`src/rtl/jt51_timer_bank_if.sv`:
```
`default_nettype none
// ============================================================================
// Module   : jt51_timer_bank_if
// Purpose  : Control/status bundle between a host and the jt51 timer bank.
// Revision : 1.0
// ============================================================================
interface jt51_timer_bank_if #(
  parameter int N  = 2,
  parameter int CW = 10
);
  logic            cen;
  logic            zero;
  logic [N*CW-1:0] start_value;
  logic [N-1:0]    load;
  logic [N-1:0]    oneshot;
  logic [N-1:0]    presc_en;
  logic [N-1:0]    clr_flag;
  logic [N-1:0]    irq_en;
  logic [N-1:0]    flag;
  logic [N-1:0]    overflow;
  logic [N-1:0]    running;
  logic            irq_n;

  modport master (
    output cen, zero, start_value, load, oneshot, presc_en, clr_flag, irq_en,
    input  flag, overflow, running, irq_n
  );

  modport slave (
    input  cen, zero, start_value, load, oneshot, presc_en, clr_flag, irq_en,
    output flag, overflow, running, irq_n
  );
endinterface
`default_nettype wire

```
`src/rtl/jt51_timer_bank.sv`:
```
`default_nettype none
// ============================================================================
// Module   : jt51_timer_bank
// Purpose  : N independent up-counting timers sharing one tick prescaler.
// Revision : 1.0
// ============================================================================
module jt51_timer_bank #(
  parameter int N  = 2,
  parameter int CW = 10,
  parameter int PW = 4
) (
  input  logic                 clk,
  input  logic                 rst_n,
  jt51_timer_bank_if.slave     bus
);

  logic          w_tick;
  logic          w_pwrap;
  logic [PW-1:0] r_presc;
  logic [N-1:0]  w_flag;
  logic [N-1:0]  w_overflow;
  logic [N-1:0]  w_running;

  assign w_tick  = bus.cen & bus.zero;
  assign w_pwrap = w_tick & (&r_presc);

  always_ff @(posedge clk or negedge rst_n) begin
    if (!rst_n) begin
      r_presc <= '0;
    end else if (w_tick) begin
      r_presc <= r_presc + 1'b1;
    end
  end

  genvar gi;
  generate
    for (gi = 0; gi < N; gi++) begin : g_ch
      logic [CW-1:0] r_cnt;
      logic          r_last_load;
      logic          r_running;
      logic          r_overflow;
      logic          r_flag;
      logic [CW-1:0] w_start;
      logic          w_step;
      logic          w_edge;
      logic          w_wrap;

      assign w_start = bus.start_value[gi*CW +: CW];
      assign w_step  = bus.presc_en[gi] ? w_pwrap : w_tick;
      assign w_edge  = w_tick & bus.load[gi] & ~r_last_load;
      // A load edge reloads the counter, so it suppresses a coincident wrap.
      assign w_wrap  = r_running & bus.load[gi] & w_step & ~w_edge & (&r_cnt);

      always_ff @(posedge clk or negedge rst_n) begin
        if (!rst_n) begin
          r_cnt       <= '0;
          r_last_load <= 1'b0;
          r_running   <= 1'b0;
          r_overflow  <= 1'b0;
          r_flag      <= 1'b0;
        end else begin
          if (w_tick) begin
            r_last_load <= bus.load[gi];
          end

          if (w_edge) begin
            r_cnt     <= w_start;
            r_running <= 1'b1;
          end else if (r_running && bus.load[gi] && w_step) begin
            if (&r_cnt) begin
              r_cnt <= w_start;
              if (bus.oneshot[gi]) begin
                r_running <= 1'b0;
              end
            end else begin
              r_cnt <= r_cnt + 1'b1;
            end
          end

          r_overflow <= w_wrap;

          // Flag runs on every clock, independent of cen; clear wins over set.
          if (bus.clr_flag[gi]) begin
            r_flag <= 1'b0;
          end else if (r_overflow) begin
            r_flag <= 1'b1;
          end
        end
      end

      assign w_flag[gi]     = r_flag;
      assign w_overflow[gi] = r_overflow;
      assign w_running[gi]  = r_running;
    end
  endgenerate

  assign bus.flag     = w_flag;
  assign bus.overflow = w_overflow;
  assign bus.running  = w_running;
  assign bus.irq_n    = ~|(w_flag & bus.irq_en);

endmodule
`default_nettype wire

```
`src/flat_wrapper.sv`:
```
// flat-port wrapper written by rule: the top's interface ports become plain ports
module jt51_timer_bank_flat 
#(
  parameter int N  = 2,
  parameter int CW = 10,
  parameter int PW = 4
)
  (clk, rst_n, bus_cen, bus_zero, bus_start_value, bus_load, bus_oneshot, bus_presc_en, bus_clr_flag, bus_irq_en, bus_flag, bus_overflow, bus_running, bus_irq_n);
  jt51_timer_bank_if #(.N(N), .CW(CW)) bus_i ();
  input  logic clk;
  input  logic rst_n;
  input wire logic [$bits(bus_i.cen)-1:0] bus_cen;
  input wire logic [$bits(bus_i.zero)-1:0] bus_zero;
  input wire logic [$bits(bus_i.start_value)-1:0] bus_start_value;
  input wire logic [$bits(bus_i.load)-1:0] bus_load;
  input wire logic [$bits(bus_i.oneshot)-1:0] bus_oneshot;
  input wire logic [$bits(bus_i.presc_en)-1:0] bus_presc_en;
  input wire logic [$bits(bus_i.clr_flag)-1:0] bus_clr_flag;
  input wire logic [$bits(bus_i.irq_en)-1:0] bus_irq_en;
  output wire logic [$bits(bus_i.flag)-1:0] bus_flag;
  output wire logic [$bits(bus_i.overflow)-1:0] bus_overflow;
  output wire logic [$bits(bus_i.running)-1:0] bus_running;
  output wire logic [$bits(bus_i.irq_n)-1:0] bus_irq_n;
  assign bus_i.cen = bus_cen;
  assign bus_i.zero = bus_zero;
  assign bus_i.start_value = bus_start_value;
  assign bus_i.load = bus_load;
  assign bus_i.oneshot = bus_oneshot;
  assign bus_i.presc_en = bus_presc_en;
  assign bus_i.clr_flag = bus_clr_flag;
  assign bus_i.irq_en = bus_irq_en;
  assign bus_flag = bus_i.flag;
  assign bus_overflow = bus_i.overflow;
  assign bus_running = bus_i.running;
  assign bus_irq_n = bus_i.irq_n;
  jt51_timer_bank #(.N(N), .CW(CW), .PW(PW)) u_core (.clk(clk), .rst_n(rst_n), .bus(bus_i));
endmodule
```
`config.mk`:
```
export PLATFORM = sky130hd
export DESIGN_NAME = jt51_timer_bank_flat
export DESIGN_NICKNAME = d
export VERILOG_FILES = /design/src/rtl/jt51_timer_bank_if.sv /design/src/rtl/jt51_timer_bank.sv /design/src/flat_wrapper.sv
export SDC_FILE = /design/constraint.sdc
export NUM_CORES = 1
export LEC_CHECK = 0
export ABC_AREA = 1
export ABC_CLOCK_PERIOD_IN_PS = 2400
export BUFFER_PORTS_ARGS = -buffer_cell sky130_fd_sc_hd__buf_2
export CAP_MARGIN = 20
export CORE_MARGIN = 3
export CORE_UTILIZATION = 59
export CTS_CLUSTER_DIAMETER = 30
export DETAILED_ROUTE_END_ITERATION = 12
export PLACE_DENSITY_LB_ADDON = 0.08
export REMOVE_ABC_BUFFERS = 1
export SYNTH_ARGS = -nofsm -noshare
export SYNTH_HDL_FRONTEND = slang
export SYNTH_SLANG_ARGS = --single-unit
export TNS_END_PERCENT = 1
```
`constraint.sdc`:
```
create_clock -name clk -period 2.4 [get_ports clk]
set_input_delay 0.24 -clock clk [delete_from_list [all_inputs] [get_ports clk]]
set_output_delay 0.24 -clock clk [all_outputs]
set_load 0.005 [all_outputs]
```
==> metrics.yaml, run 1 <==
power:
  powerDensity_nw_per_um2: 775
  p_switching_uw: 740
  p_leak_uw: 0.00125
  p_int_uw: 1110
  peakVddDrop_v: 0.000453
  p_comb_frac: 0.329
  switching_share: 0.401
  clkPwrFrac: 0.166
  pwr-share-seq: 0.506
yosys:
  synth.most_common_cell: "nand2_1"
  synth_top_cells_by_count: "109 x nand2_1, 36 x nand3_1, 32 x dfrtp_1, 29 x inv_1, 20 x nor2_1"
  yosysTopAreaCell: "dfrtp_1"
  synth_ff_type: "dfrtp_1"
  synth_cell_type_count: 29
  synth_cells: 292
  synth_top_cell_area_share: 0.379
  ys_seq_area_frac: 0.379
  netlist_area_um2: 2110
  ys_warn_count: 0
  synth_edf_count: 0
  syn_area_per_cell_um2: 7.24
  async_flop_share: 1.00
  ys_seq_elements: 32
  synth_area_leaders: "dfrtp_1 38%, nand2_1 19%, nand3_1 8.5%"
final_layout:
  area_delta_synth_final_pct: 12.7
  nets: 370
  antenna_cells: 0
  multiInputGateArea_um2: 1120
  regArea_um2: 801
  drive_gt1_frac: 0.222
  fillers: 326
  fin_cells: 380
  fin_util: 0.703
clock_network:
  cts.sinks: 32
  clk_latency_ns: 0.34
  ctsResizeCount: 0
  cts_made_buffers: 5
  path_clk_slew_ns: 0.11
  cts_tree: "built"
  cts-root-buf: "clkbuf_4"
  h-tree-depth: 2
  cts_buffer_depth: 2
hold_path:
  hold_end: "u_core.g_ch[1].r_flag"
  hp-class: "in2reg"
  worstHoldPathCells: 2
  hold_start: "bus_clr_flag[1]"
worst_setup_path:
  r2r_cells: 7
  cp.required_ns: 2.63
  worst_r2r_startpoint: "u_core.r_presc[0]"
  critPathArrivalTime_ns: 1.80
  critPathKind: "reg2reg"
  cp-end-kind: "flip-flop"
  startpoint_type: "flip-flop"
  cp_max_fo: 10
  worstReg2RegEnd: "u_core.g_ch[0].r_cnt[9]"
  ff2ff_setup_slack_ns: 0.84
sta:
  hold_viol: 0
  max_slew.worst_pin.slew_ns: 0.704
  finalCritPeriodShare: 0.652
  final.setup.tns_ns: 0
  fmax_mhz: 639
  maxSlewHeadroom: 0.530
  fin_crit_ns: 1.56
  skew_ns: 0.0116
  drv_slew: 0
  setup_viol_count_final: 0
  rsz0062_at_grt: "false"
placed_design:
  dp.cells: 371
  place_hpwl_um: 3380
  gp_congestion: 0.883
  io_buffers: 40
route:
  vias_per_cell: 5.11
  wl_per_cell_um: 11.4
  first_pass_iters: 4
  drc: 0
  drt_wl_total_um: 4320
  drtIter0Drc: 128
  ant_nets: 0
  vias: 1941
floorplan:
  io_pins: 41
  start_util: 0.624
  die-area_um2: 4340
  fp.dieW_um: 65.9
  core_area_um2: 3390
  die_height_um: 65.9
  rows: 21
global_route:
  grt_pass1_wl_um: 7550
  grt_pass1_vias: 1799
  grt_overflow: 0
  grt_max_degree: 33
  grt_util_all_layers: 0.227
  grt_antenna_before_repair: 0
run:
  drv_cap: 0
status:
  outcome: "finished clean"
[what timing repair did]
item,CTS,global route
buffers inserted,0,0
endpoints found under the hold margin,32,0
hold buffers,1,0
[layout by cell type, fill, tap and decap left out, types with 4 or more instances in the layout]
cell,instances
nand2_1,109
inv_1,29
nor2_1,20
nand3_1,36
xnor2_1,4
nor2_4,4
buf_2,40
nor2_2,4
o21ai_1,4
clkbuf_4,5
dfrtp_1,32
inv_2,4
[layer usage]
metal | track usage | up-vias | wire length, µm
met4 | 0.0933 | 0 | 80
met5 | 0 | - | 0
met2 | 0.393 | 46 | 2120
li1 | - | 1004 | -
met1 | 0.277 | 884 | 1930
met3 | 0.0408 | 7 | 195
[critical path, stage by stage (launching register included)]
cell,delay (ns)
dfrtp_1,0.42
ha_1,0.22
nand3_1,0.11
nand2_1,0.10
a21oi_2,0.42
a21oi_1,0.08
nand2_1,0.08
nand2_1,0.04
[sequential cells by signal, indices dropped and copies added (netlist names)]
register / cells
u_core.g_ch.r_cnt: 20
u_core.g_ch.r_overflow: 2
u_core.r_presc: 4
u_core.g_ch.r_last_load: 2
u_core.g_ch.r_flag: 2
u_core.g_ch.r_running: 2
[per-stage QoR]
step	power (µW)	hold slack, ns	area, µm²	setup slack (ns)
floorplan	1370	-0.0556	2060	1.05
global placement	1530	0.337	2320	0.916
detailed placement	1550	0.335	2320	0.865
CTS	1860	0.0234	2380	0.847
global route	2000	0.0137	2380	0.719
finish	1850	0.0343	2380	0.836
[area by class of cell]
type / instances / area share
clock buffer: 5 / 0.0158
multi-input combinational: 218 / 0.471
sequential: 32 / 0.336
clock inverter: 3 / 0.00788
inverter: 35 / 0.0572
timing repair buffer: 41 / 0.0882
tap: 46 / 0.0242
[power groups by stage]
stage	combinational, µW	clock (µW)	sequential, µW
after floorplan	481	0	885
after global placement	593	0	934
after detailed placement	608	0	937
after CTS	611	316	928
after global routing	702	336	957
final	606	306	933
[cells by family (layout without fill, tap and decap cells)]
kind of cell	count (synthesis)	count (layout)	share of synthesized area
compound gates	17	17	0.0503
flops	32	32	0.379
fa+ha+maj	3	3	0.0178
xor+xnor	7	7	0.0290
buf+inv	42	84	0.0911
simple gates	191	191	0.433
[worst max-delay path by stage]
stage                                to               startpoint
2_1_floorplan  u_core.g_ch[0].r_running  u_core.g_ch[0].r_cnt[0]
3_3_place_gp    u_core.g_ch[0].r_cnt[9]        u_core.r_presc[0]
3_5_place_dp    u_core.g_ch[0].r_cnt[9]        u_core.r_presc[0]
4_1_cts         u_core.g_ch[0].r_cnt[9]        u_core.r_presc[0]
5_1_grt         u_core.g_ch[0].r_cnt[9]        u_core.r_presc[0]
6_report        u_core.g_ch[0].r_cnt[9]        u_core.r_presc[0]
No activity file was read; power rests on OpenSTA's default activity.
==> run 2: changes to the inputs <==
ABC_CLOCK_PERIOD_IN_PS = 1500   (was 2400)
CORE_UTILIZATION = 55   (was 59)
clock period = 1.5 ns   (was 2.4 ns; I/O delays follow)
==> run 2 against run 1 <==
Effect of this change:
- cell area rose by 10%
- critical path depth rose by 1
- global-route usage rose by 0.40 points
- critical endpoint is now u_core.g_ch[0].r_cnt[3]
==> metrics.yaml, run 2 (same netlist as run 1, synthesis figures left out) <==
status:
  outcome: "finished clean"
route:
  vias: 2005  # +3.3%
  drc: 0  # unchanged
  vias_per_cell: 5.11  # +0.14%
  drt_wl_total_um: 4870  # +13%
  ant_nets: 0  # unchanged
  first_pass_iters: 4  # unchanged
  drtIter0Drc: 127  # -0.78%
  wl_per_cell_um: 12.4  # +9.2%
global_route:
  grt_pass1_wl_um: 7930  # +5.0%
  grt_pass1_vias: 1744  # -3.1%
  grt_util_all_layers: 0.231  # +0.00400
  grt_max_degree: 18  # -45%
  grt_overflow: 0  # unchanged
  grt_antenna_before_repair: 0  # unchanged
power:
  p_leak_uw: 0.00135  # +8.0%
  pwr-share-seq: 0.439  # -0.067
  clkPwrFrac: 0.239  # +0.073
  p_switching_uw: 1270  # +71%
  switching_share: 0.367  # -0.0334
  p_int_uw: 2180  # +97%
  powerDensity_nw_per_um2: 1310  # +70%
  peakVddDrop_v: 0.00111  # +150%
  p_comb_frac: 0.322  # -0.007
hold_path:
  worstHoldPathCells: 3  # +1
  hp-class: "in2reg"
  hold_start: "bus_start_value[0]"
  hold_end: "u_core.g_ch[0].r_cnt[0]"
floorplan:
  core_area_um2: 3520  # +3.9%
  die_height_um: 68.0  # +3.2%
  die-area_um2: 4620  # +6.6%
  start_util: 0.601  # -0.0233
  io_pins: 41  # unchanged
  rows: 21  # unchanged
  fp.dieW_um: 68.0  # +3.2%
worst_setup_path:
  cp.required_ns: 1.73  # -0.90 ns
  worst_r2r_startpoint: "u_core.g_ch[0].r_cnt[0]"
  cp_top_family: "simple AND/OR/NAND/NOR gates"
  cp-end-kind: "flip-flop"
  startpoint_type: "flip-flop"
  r2r_cells: 8  # +1
  critPathMaxStageDelay_ns: 0.41  # about the same
  path_depth: 8  # +1
  ff2ff_setup_slack_ns: 0.01  # -0.82 ns
  cp_max_fo: 6  # -4
  path_cells: "ha_2 -> nand2_2 -> nor2_4 -> nand3_4 -> buf_6 -> nand4_1 -> nand3_1 -> nand2_1"
  worstReg2RegEnd: "u_core.g_ch[0].r_cnt[3]"
  critPathKind: "reg2reg"
  critPathSlowestCell: "dfrtp_1"
  critPathArrivalTime_ns: 1.71  # -0.09 ns
  critical_path_buf_inv_count: 1  # +1
clock_network:
  path_clk_slew_ns: 0.07  # -0.04 ns
  cts_made_buffers: 5  # unchanged
  cts_buffer_depth: 2  # unchanged
  cts-root-buf: "clkbuf_8"
  cts_tree: "built"
  h-tree-depth: 2  # unchanged
  clk_latency_ns: 0.29  # -0.05 ns
  cts.sinks: 32  # unchanged
sta:
  rsz0062_at_grt: "true"
  hold_viol: 0  # unchanged
  fmax_mhz: 673  # +5.3%
  finalWorstSetupSlack_ns: 0.0143  # -0.822 ns
  drv_slew: 0  # unchanged
  hold_slack_ns: 0.128  # +0.0933 ns
  setup_viol_count_final: 0  # unchanged
  skew_ns: 0.00409  # -0.00755 ns
  max_slew.worst_pin.slew_ns: 0.423  # -0.281 ns
  fin_crit_ns: 1.49  # -0.0781 ns
  finalCritPeriodShare: 0.990  # +0.339
  maxSlewHeadroom: 0.718  # +0.188
run:
  drv_cap: 0  # unchanged
final_layout:
  antenna_cells: 0  # unchanged
  reg_top3: "u_core.g_ch.r_cnt: 20 flops, u_core.r_presc: 4 flops"
  largest_register: "u_core.g_ch.r_cnt"
  final_common_cell: "nand2_1"
  area_delta_synth_final_pct: 24.2
  largest_reg_flops: 20  # unchanged
  layout_common_cells: "108 x nand2_1, 40 x buf_2, 35 x nand3_1"
  fin_util: 0.746  # +0.0431
  drive_gt1_frac: 0.266  # +0.0443
  fin_cells: 392  # +3.2%
  nets: 382  # +3.2%
placed_design:
  dp_worst_setup_slack_ns: 0.00391  # -0.861 ns
  place_hpwl_um: 3530  # +4.3%
  io_buffers: 40  # unchanged
  gp_congestion: 0.861  # -2.5%
  dp.cells: 377  # +1.6%
==> run 2: worst min-delay path, delay by kind of cell <==
| kind | cells | cell delay (ns) |
|---|---|---|
| buffers and inverters | 1 | 0.09 |
| and+or+nand+nor | 1 | 0.03 |
| AOI/OAI and AO/OA | 1 | 0.11 |
==> run 2: metrics by stage <==
| stage | setup TNS (ns) | instance area, µm² | power [µW] |
|---|---|---|---|
| 3_5_place_dp | 0 | 2390 | 2510 |
| 4_1_cts | 0 | 2530 | 3360 |
| 2_1_floorplan | 0 | 2060 | 2190 |
| 5_1_grt | -0.327 | 2630 | 3720 |
| 6_report | 0 | 2630 | 3450 |
| 3_3_place_gp | 0 | 2390 | 2480 |
==> run 2: worst max-delay path by stage <==
stage | startpoint | end | slack, ns
final | u_core.g_ch[0].r_cnt[0] | u_core.g_ch[0].r_cnt[3] | 0.01
after detailed placement | u_core.r_presc[0] | u_core.g_ch[1].r_cnt[9] | 0.004
after global placement | u_core.r_presc[0] | u_core.g_ch[1].r_cnt[9] | 0.07
after CTS | u_core.g_ch[0].r_cnt[0] | u_core.g_ch[0].r_running | 0.01
after global routing | u_core.g_ch[0].r_cnt[0] | u_core.g_ch[0].r_cnt[3] | -0.07
after floorplan | u_core.g_ch[0].r_cnt[0] | u_core.g_ch[0].r_running | 0.15
==> run 2: power groups by stage <==
stage / clock network (µW) / registers [µW] / logic, µW
after floorplan: 0 / 1420 / 769
after global placement: 0 / 1480 / 996
after detailed placement: 0 / 1490 / 1020
after CTS: 849 / 1480 / 1030
after global routing: 884 / 1550 / 1280
final: 825 / 1510 / 1110
==> run 2: per-layer routing <==
| layer | part of all wire | vias up | track usage |
|---|---|---|---|
| met2 | 0.46 | 59 | 0.337 |
| met3 | 0.067 | 7 | 0.0509 |
| met1 | 0.47 | 911 | 0.336 |
| met4 | 0.011 | 0 | 0.0819 |
| met5 | 0 | - | 0 |
| li1 | - | 1028 | - |
==> run 2: final cells by class <==
| cell class | count | area [µm²] |
|---|---|---|
| Clock inverter | 2 | 35.0 |
| Timing Repair Buffer | 52 | 327 |
| Inverter | 35 | 141 |
| Tap cell | 46 | 57.6 |
| Fill cell | 291 | 895 |
| Sequential cell | 32 | 802 |
| Multi-Input combinational cell | 219 | 1190 |
| Clock buffer | 6 | 72.6 |
==> run 2: timing repair <==
action | 4_1_cts | 5_1_grt
resized for setup | 1 | 15
hold endpoints to repair | 17 | 0
buffers inserted | 0 | 3
cloned | 0 | 1
setup endpoints to repair | 1 | 21
pin swaps | 0 | 13
hold buffers | 3 | 0
==> run 3: changes to the inputs <==
RECOVER_POWER = 50   (was unset)
==> run 3 against run 2 <==
Effect of this change:
- worst hold slack is essentially flat
- largest power group unchanged
- sequential power about the same
- register-to-register slack about the same
- clock skew barely moved
- non-clock buffer count is the same
- critical endpoint unchanged
- highest routed layer unchanged
- power fell by 0.30%
- global-route usage unchanged
- utilization decreased by 0.14 points
- final cell count unchanged
==> metrics.yaml, run 3 (same netlist as run 1, synthesis figures left out) <==
final_layout:
  largest_reg_flops: 20  # unchanged
  reg_top3: "u_core.g_ch.r_cnt: 20 flops, u_core.r_presc: 4 flops"
  final_common_cell: "nand2_1"
  nets: 382  # unchanged
  drive_gt1_frac: 0.260  # -0.00578
  antenna_cells: 0  # unchanged
  fin_cells: 392  # unchanged
  layout_common_cells: "108 x nand2_1, 39 x buf_2, 35 x nand3_1"
  area_delta_synth_final_pct: 24.0
  largest_register: "u_core.g_ch.r_cnt"
clock_network:
  clk_latency_ns: 0.29  # about the same
  cts-root-buf: "clkbuf_8"
  cts_buffer_depth: 2  # unchanged
  cts.sinks: 32  # unchanged
  cts_tree: "built"
  cts_made_buffers: 5  # unchanged
  path_clk_slew_ns: 0.07  # about the same
  h-tree-depth: 2  # unchanged
floorplan:
  die-area_um2: 4620  # unchanged
  die_height_um: 68.0  # unchanged
  fp.dieW_um: 68.0  # unchanged
  start_util: 0.601  # unchanged
  rows: 21  # unchanged
  io_pins: 41  # unchanged
  core_area_um2: 3520  # unchanged
worst_setup_path:
  critPathSlowestCell: "dfrtp_1"
  critPathKind: "reg2reg"
  cp.required_ns: 1.73  # about the same
  cp-end-kind: "flip-flop"
  critical_path_buf_inv_count: 1  # unchanged
  path_cells: "ha_2 -> nand2_2 -> nor2_4 -> nand3_4 -> buf_6 -> nand4_1 -> nand3_1 -> nand2_1"
  critPathArrivalTime_ns: 1.71  # about the same
  cp_top_family: "simple AND/OR/NAND/NOR gates"
  startpoint_type: "flip-flop"
  critPathMaxStageDelay_ns: 0.41  # about the same
  cp_max_fo: 6  # unchanged
global_route:
  grt_pass1_vias: 1744  # unchanged
  grt_antenna_before_repair: 0  # unchanged
  grt_max_degree: 18  # unchanged
  grt_util_all_layers: 0.231  # unchanged
  grt_overflow: 0  # unchanged
  grt_pass1_wl_um: 7930  # unchanged
route:
  drt_wl_total_um: 4860  # -0.12%
  first_pass_iters: 4  # unchanged
  wl_per_cell_um: 12.4  # -0.12%
  drtIter0Drc: 130  # +2.4%
  drc: 0  # unchanged
  vias_per_cell: 5.11  # unchanged
  ant_nets: 0  # unchanged
  vias: 2005  # unchanged
sta:
  fmax_mhz: 673  # about the same
  fin_crit_ns: 1.49  # -0.000227 ns
  maxSlewHeadroom: 0.324  # -0.394
  skew_ns: 0.00403  # -0.0000567 ns
  finalCritPeriodShare: 0.990  # about the same
  setup_viol_count_final: 0  # unchanged
  hold_viol: 0  # unchanged
  max_slew.worst_pin.slew_ns: 1.01  # +0.590 ns
  rsz0062_at_grt: "true"
  drv_slew: 0  # unchanged
status:
  outcome: "finished clean"
placed_design:
  place_hpwl_um: 3530  # unchanged
  gp_congestion: 0.861  # unchanged
  dp.cells: 377  # unchanged
  io_buffers: 40  # unchanged
power:
  powerDensity_nw_per_um2: 1310  # -0.11%
  finalPower_uw: 3440  # -0.30%
  peakVddDrop_v: 0.00111  # about the same
  p_leak_uw: 0.00135  # -0.47%
run:
  drv_cap: 0  # unchanged
hold_path:
  hp-class: "in2reg"
-- run 3: power by group --
part | total, µW | internal (µW) | switching (µW) | leakage, µW
combinational | 1100 | 531 | 570 | 0.000886
clock | 826 | 493 | 333 | 0.0000552
sequential | 1510 | 1150 | 366 | 0.000404
total | 3440 | 2170 | 1270 | 0.00135
-- run 3: what timing repair did --
| item | 4_1_cts | 5_1_grt |
|---|---|---|
| cloned | 0 | 1 |
| endpoints found under the hold margin | 17 | 0 |
| endpoints found under the setup margin | 1 | 21 |
| resized for setup | 1 | 15 |
| hold buffers | 3 | 0 |
| pin swaps | 0 | 13 |
| setup buffers | 0 | 3 |
-- run 3: final cells by class --
type	count	area, µm²
multi-input cells	219	1190
clock buffers	6	72.6
well taps	46	57.6
fillers	294	900
repair buffers	52	322
flip-flops and latches	32	802
clock inverters	2	35.0
inverters	35	141
-- run 3: tightest hold or removal path, delay by kind of cell --
family	cells	cell delay (ns)
AOI/OAI and AO/OA	1	0.11
buffers and inverters	1	0.09
and+or+nand+nor	1	0.03
-- run 3: metrics by stage --
| step | setup WS, ns | setup TNS [ns] | cell area [µm²] | hold slack, ns | util |
|---|---|---|---|---|---|
| global placement | 0.0715 | 0 | 2390 | 0.101 | 0.678 |
| global route | -0.0658 | -0.327 | 2620 | 0.114 | 0.744 |
| CTS | 0.0101 | 0 | 2530 | 0.108 | 0.719 |
| floorplan | 0.154 | 0 | 2060 | -0.146 | - |
| detailed placement | 0.00391 | 0 | 2390 | 0.107 | 0.678 |
| finish | 0.0146 | 0 | 2620 | 0.128 | 0.744 |
-- run 3: path summary, 6_finish.rpt --
path	from	to	slack (ns)	cells past startpoint
min reg2reg	u_core.r_presc[3]	u_core.r_presc[3]	0.48	1
max reg2reg	u_core.g_ch[0].r_cnt[0]	u_core.g_ch[0].r_cnt[3]	0.01	8
min	bus_start_value[0]	u_core.g_ch[0].r_cnt[0]	0.13	3
max	u_core.g_ch[0].r_cnt[0]	u_core.g_ch[0].r_cnt[3]	0.01	8
max in group asynchronous	rst_n	u_core.g_ch[1].r_cnt[0]	0.27	2
min in group asynchronous	rst_n	u_core.r_presc[1]	0.55	2
-- run 3: metal layers --
layer | vias to the layer above | wire length [µm] | global-route usage
met5 | - | 0 | 0
met4 | 0 | 62 | 0.0819
met3 | 9 | 315 | 0.0509
met2 | 53 | 2210 | 0.337
met1 | 913 | 2280 | 0.336
li1 | 1030 | - | -
